File: config.mk
export PLATFORM = sky130hd
export DESIGN_NAME = matrix_scan_driver
export DESIGN_NICKNAME = d
export VERILOG_FILES = /design/src/rtl/matrix_pkg.sv /design/src/rtl/matrix_scan_driver_row_timer.sv /design/src/rtl/matrix_scan_driver.sv
export SDC_FILE = /design/constraint.sdc
export NUM_CORES = 1
export LEC_CHECK = 0
export ABC_CLOCK_PERIOD_IN_PS = 7300
export BUFFER_PORTS_ARGS = -buffer_cell sky130_fd_sc_hd__buf_2
export CAP_MARGIN = 40
export CORE_MARGIN = 2
export CORE_UTILIZATION = 50
export DETAILED_ROUTE_END_ITERATION = 10
export PLACE_DENSITY = 0.65
export SLEW_MARGIN = 20
export SYNTH_ARGS = -nofsm -noshare
export SYNTH_HDL_FRONTEND = slang
export SYNTH_SLANG_ARGS = --single-unit
File: constraint.sdc
create_clock -name CLK -period 7.3 [get_ports CLK]
set_clock_uncertainty 0.2 [all_clocks]
set_input_delay 0.73 -clock CLK [delete_from_list [all_inputs] [get_ports CLK]]
set_output_delay 0.73 -clock CLK [all_outputs]
set_load 0.01 [all_outputs]
File: src/rtl/matrix_pkg.sv
// Shared types and constants for the 8x8 RGB matrix scan driver.
// Colour data is active-low everywhere: a set bit means the LED is off.
package matrix_pkg;

  localparam int ROWS = 8;
  localparam int COLS = 8;
  localparam logic [COLS-1:0] LED_OFF = 8'hFF;

  typedef struct packed {
    logic [COLS-1:0] r;
    logic [COLS-1:0] g;
    logic [COLS-1:0] b;
  } rgb_row_t;

  typedef rgb_row_t [ROWS-1:0] frame_t;

  typedef enum logic {
    BLANK = 1'b0,
    SHOW  = 1'b1
  } scan_state_t;

endpackage

File: src/rtl/matrix_scan_driver_row_timer.sv
// Row slot timer: counts 0..ROW_PERIOD-1, flags the last cycle of the slot (wrap)
// and whether the current cycle lies in the leading blank window.
module row_timer #(
  parameter int ROW_PERIOD   = 16,
  parameter int BLANK_CYCLES = 4,
  parameter int TW           = (ROW_PERIOD < 2) ? 1 : $clog2(ROW_PERIOD)
) (
  input  logic          CLK,
  input  logic          reset,
  output logic [TW-1:0] count,
  output logic          wrap,
  output logic          in_blank
);

  if (ROW_PERIOD < 2) begin : g_bad_period
    $error("row_timer: ROW_PERIOD must be at least 2");
  end
  if (BLANK_CYCLES >= ROW_PERIOD) begin : g_bad_blank
    $error("row_timer: BLANK_CYCLES must be smaller than ROW_PERIOD");
  end

  localparam logic [TW-1:0] LAST    = TW'(ROW_PERIOD - 1);
  localparam logic [TW:0]   BLANK_W = (TW + 1)'(BLANK_CYCLES);

  assign wrap     = (count == LAST);
  assign in_blank = ({1'b0, count} < BLANK_W);

  always_ff @(posedge CLK or negedge reset) begin
    if (!reset) begin
      count <= '0;
    end else if (wrap) begin
      count <= '0;
    end else begin
      count <= count + 1'b1;
    end
  end

endmodule

File: src/rtl/matrix_scan_driver.sv
// Double-buffered 8x8 RGB scan driver: rows are written into a back buffer, buffers
// swap only at the row 7 -> row 0 boundary, and each row slot starts with a blank window.
module matrix_scan_driver
  import matrix_pkg::*;
#(
  parameter int CLK_HZ       = 50_000_000,
  parameter int ROW_HZ       = 8_000,
  parameter int BLANK_CYCLES = 64
) (
  input  logic       CLK,
  input  logic       reset,
  input  logic       wr_en,
  input  logic [2:0] wr_row,
  input  logic [7:0] wr_r,
  input  logic [7:0] wr_g,
  input  logic [7:0] wr_b,
  input  logic       swap_req,
  output logic       swap_ack,
  output logic       frame_tick,
  output logic [2:0] s,
  output logic [7:0] OR,
  output logic [7:0] OG,
  output logic [7:0] OB,
  output logic       EN
);

  localparam int ROW_PERIOD = CLK_HZ / ROW_HZ;
  localparam int TW         = (ROW_PERIOD < 2) ? 1 : $clog2(ROW_PERIOD);
  localparam logic [TW-1:0] BLANK_LAST = TW'(BLANK_CYCLES - 1);

  logic [TW-1:0] count;
  logic          wrap;
  logic          in_blank;
  scan_state_t   state;
  scan_state_t   state_next;
  logic [2:0]    s_next;
  logic          boundary;
  logic          pending;
  logic          sel;
  frame_t        buf_a;
  frame_t        buf_b;
  rgb_row_t      show_row;

  row_timer #(
    .ROW_PERIOD  (ROW_PERIOD),
    .BLANK_CYCLES(BLANK_CYCLES),
    .TW          (TW)
  ) u_row_timer (
    .CLK     (CLK),
    .reset   (reset),
    .count   (count),
    .wrap    (wrap),
    .in_blank(in_blank)
  );

  assign s_next   = wrap ? s + 3'd1 : s;
  assign boundary = wrap && (s == 3'd7);
  assign show_row = sel ? buf_b[s_next] : buf_a[s_next];

  always_comb begin
    state_next = state;
    case (state)
      BLANK:   if (in_blank && count == BLANK_LAST) state_next = SHOW;
      SHOW:    if (wrap) state_next = BLANK;
      default: state_next = BLANK;
    endcase
  end

  // sel picks the front buffer; writes always go to the other one, using sel
  // before any same-cycle swap so they land in the buffer about to be shown.
  always_ff @(posedge CLK or negedge reset) begin
    if (!reset) begin
      buf_a <= {ROWS{LED_OFF, LED_OFF, LED_OFF}};
      buf_b <= {ROWS{LED_OFF, LED_OFF, LED_OFF}};
    end else if (wr_en) begin
      if (sel) buf_a[wr_row] <= '{r: wr_r, g: wr_g, b: wr_b};
      else     buf_b[wr_row] <= '{r: wr_r, g: wr_g, b: wr_b};
    end
  end

  // Outputs are loaded from next-cycle state so the row select and the first
  // blank cycle change on the same edge.
  always_ff @(posedge CLK or negedge reset) begin
    if (!reset) begin
      state      <= BLANK;
      s          <= 3'd0;
      OR         <= LED_OFF;
      OG         <= LED_OFF;
      OB         <= LED_OFF;
      EN         <= 1'b0;
      swap_ack   <= 1'b0;
      frame_tick <= 1'b0;
      pending    <= 1'b0;
      sel        <= 1'b0;
    end else begin
      state      <= state_next;
      s          <= s_next;
      EN         <= 1'b1;
      frame_tick <= boundary;
      swap_ack   <= boundary && pending;
      pending    <= boundary ? swap_req : (pending || swap_req);
      if (boundary && pending) sel <= ~sel;
      if (state_next == SHOW) begin
        OR <= show_row.r;
        OG <= show_row.g;
        OB <= show_row.b;
      end else begin
        OR <= LED_OFF;
        OG <= LED_OFF;
        OB <= LED_OFF;
      end
    end
  end

endmodule

==> run summary <==
top cells by count, synth - mux2_2, dfstp_2, mux4_2
number of synthesized flops with an enable pin - 0
sequential area share after synthesis - 0.4972
HPWL Detailed - 31740 um
Synth warnings - 0
Die Span Y - 216.9 um
antenna diode count - 0
kind of critical path - reg2reg
met2 WL post-DR - 26690 um
vias in the first global route - 14310
fillcell total - 3660
CTS root buffer - clkbuf_16
# setup viols final - 0
PortBufs - 60
Clk pin slew, worst setup/hold paths - 0.06 ns
number of routed nets with antenna violations - 0
Synth Cell Area - 22670 um^2
Max Root-Sink Buffers - 3
H-tree Lvls - 2
Final Hold Viols - 0
placed cell count - 2087
post-cts resize count - 0
die area - 47050 um^2
initial antenna violation count - 2
asr flop ratio synth - 1.000
DRT met1 WL - 26360 um
Worst IR Drop VDD - 0.0001391 V
Syn Inst Count - 1533
min-delay worst type - in2async
status - finished clean
DRT Wirelength - 57150 um
Arrival @ worst endpoint - 4.18 ns
Initial DRC Count - 972
hold_buf cts - 0
Final Net Count - 1576
PnR worst setup slack - 3.396 ns
Final Power - 5.894 mW
Synth cell types - 48
synthesized net count - 1568
Yosys reg bits - 430
Final Max Tran Viols - 0
Worst Max-Slew Pin Slew - 1.017 ns
CTS tree - done
Overflow after GRT - 0
Layout area overhead - 11.67%
CTS Sinks - 430
FMAX - 256.2 MHz
I/O pins - 61
Core Region - 45090 um^2
most area-hungry cell type in the Yosys netlist - dfstp_2
GPL Wtd Cong - 0.7573
wire length on met3 - 2755 um
Initial DRT Pass Iterations - 5
startpoint types - flip-flop
Wirelength per Cell - 26.29 um
Highest Signal Layer - met5
Max FO, Critical Path - 111
largest net degree at the start of global routing - 174
post-synth top area share - 0.4729
PD cells - 232.8 nW/um^2
global-route wire length before repair - 88380 um
Vias/cell - 6.298
ys flop type - dfstp_2
Area contributors post-synth - dfstp_2, mux2_2, mux4_2
Worst Reg2Reg Path Length in Cells - 8
count leader, synth - mux2_2
Clk Latency, worst-skew pair - 0.58 ns
row count - 78
MaxCap Viol Count - 0
RSZ-0062 raised after global routing - no
dpl ws - 3.274 ns
minimum clock period - 3.904 ns
DRC viols - 0
syn avg cell area - 14.79 um^2
setup TNS - 0 ns
Rel. slew slack - 0.3221
leakage power - 9.372 nW
final period utilization - 0.5348
starting density of the core - 0.5027
via count - 13690
overall routing resource usage - 0.2497
hold_ws - 0.09590 ns
Crit. End Element - flip-flop
Req. time, crit path - 7.58 ns
setup bufs post-CTS - 0
die width - 216.9 um
share of layout cells above drive strength 1 - 0.7611
Finished Layout Cells - 2174
TritonCTS buffer count - 48
[per-layer routing]
metal	vias to the layer above	global-route usage
li1	5829	-
met2	289	0.3962
met4	4	0.06644
met1	7470	0.3595
met5	-	0
met3	99	0.04137
[path summary, 6_finish.rpt]
check	from	to	slack (ns)
min in group CLK	swap_req	pending	0.13
worst min-delay path	reset	s[1]	0.1
max in group asynchronous	reset	s[2]	5.28
worst min register to register	pending	pending	0.29
worst max register to register	s[0]	OR[1]	3.40
worst max-delay path	s[0]	OR[1]	3.40
[cells by family after synthesis]
logic type      after synthesis  synth area share
simple gates                201           0.03980
other cells                   1         0.0001654
buf+inv                     143           0.02622
mux                         618            0.3926
flops                       430            0.4972
xor+xnor                     13          0.005023
fa+ha+maj                     4          0.002208
compound gates              123           0.03676
[layout by cell type, fill, tap and decap left out, drive strengths merged, types with 2 or more instances in the layout]
master	n
dfrtp	22
o22ai	23
nand3	8
mux2i	24
xor2	8
nand4	4
a22o	15
and4b	2
dfstp	408
buf	98
mux4	175
and4	2
nor2	54
o21ai	18
nor3b	3
mux2	419
ha	4
nor3	7
clkinv	8
nand4b	2
and3	5
clkbuf	75
xnor2	5
nand2b	4
nand2	100
a32o	23
inv	2
a21oi	39
or3	2
[stage by stage]
stage,utilization,area [um^2]
CTS,0.5598,25240
floorplan,-,22670
finish,0.5614,25310
global placement,0.5212,23500
global route,0.5614,25310
detailed placement,0.5265,23740
[flip-flops by register name (all words and copies together), names as in the netlist]
signal,flops
EN,1
state,1
sel,1
u_row_timer.count,13
pending,1
buf_b,192
s,3
swap_ack,1
OR,8
OB,8
frame_tick,1
OG,8
buf_a,192
[area by class of cell]
type                    count  area, um^2  area share
repair buffers             99       838.3     0.03312
inverters                   2       7.507   0.0002966
clock inverters             9       73.82    0.002916
well taps                 600       750.7     0.02966
flip-flops and latches    430       11280      0.4455
multi-input cells         960       10940      0.4320
clock buffers              74        1430     0.05649
[critical path, cell delays in order (launching register included)]
cell and delay, ns:
dfrtp_4 0.95, buf_12 0.53, buf_4 0.45, buf_12 0.28, mux4_2 0.52, mux2_2 0.27
o22ai_1 0.16, a32o_1 0.16, a21oi_1 0.05
[power by group]
group          switching (mW)  leakage [nW]  internal [mW]
clock network           0.960         0.745           1.37
logic                   0.213          4.10          0.379
registers               0.169          4.53           2.80
total                    1.34          9.37           4.55
No activity file was read; power rests on OpenSTA's default activity.
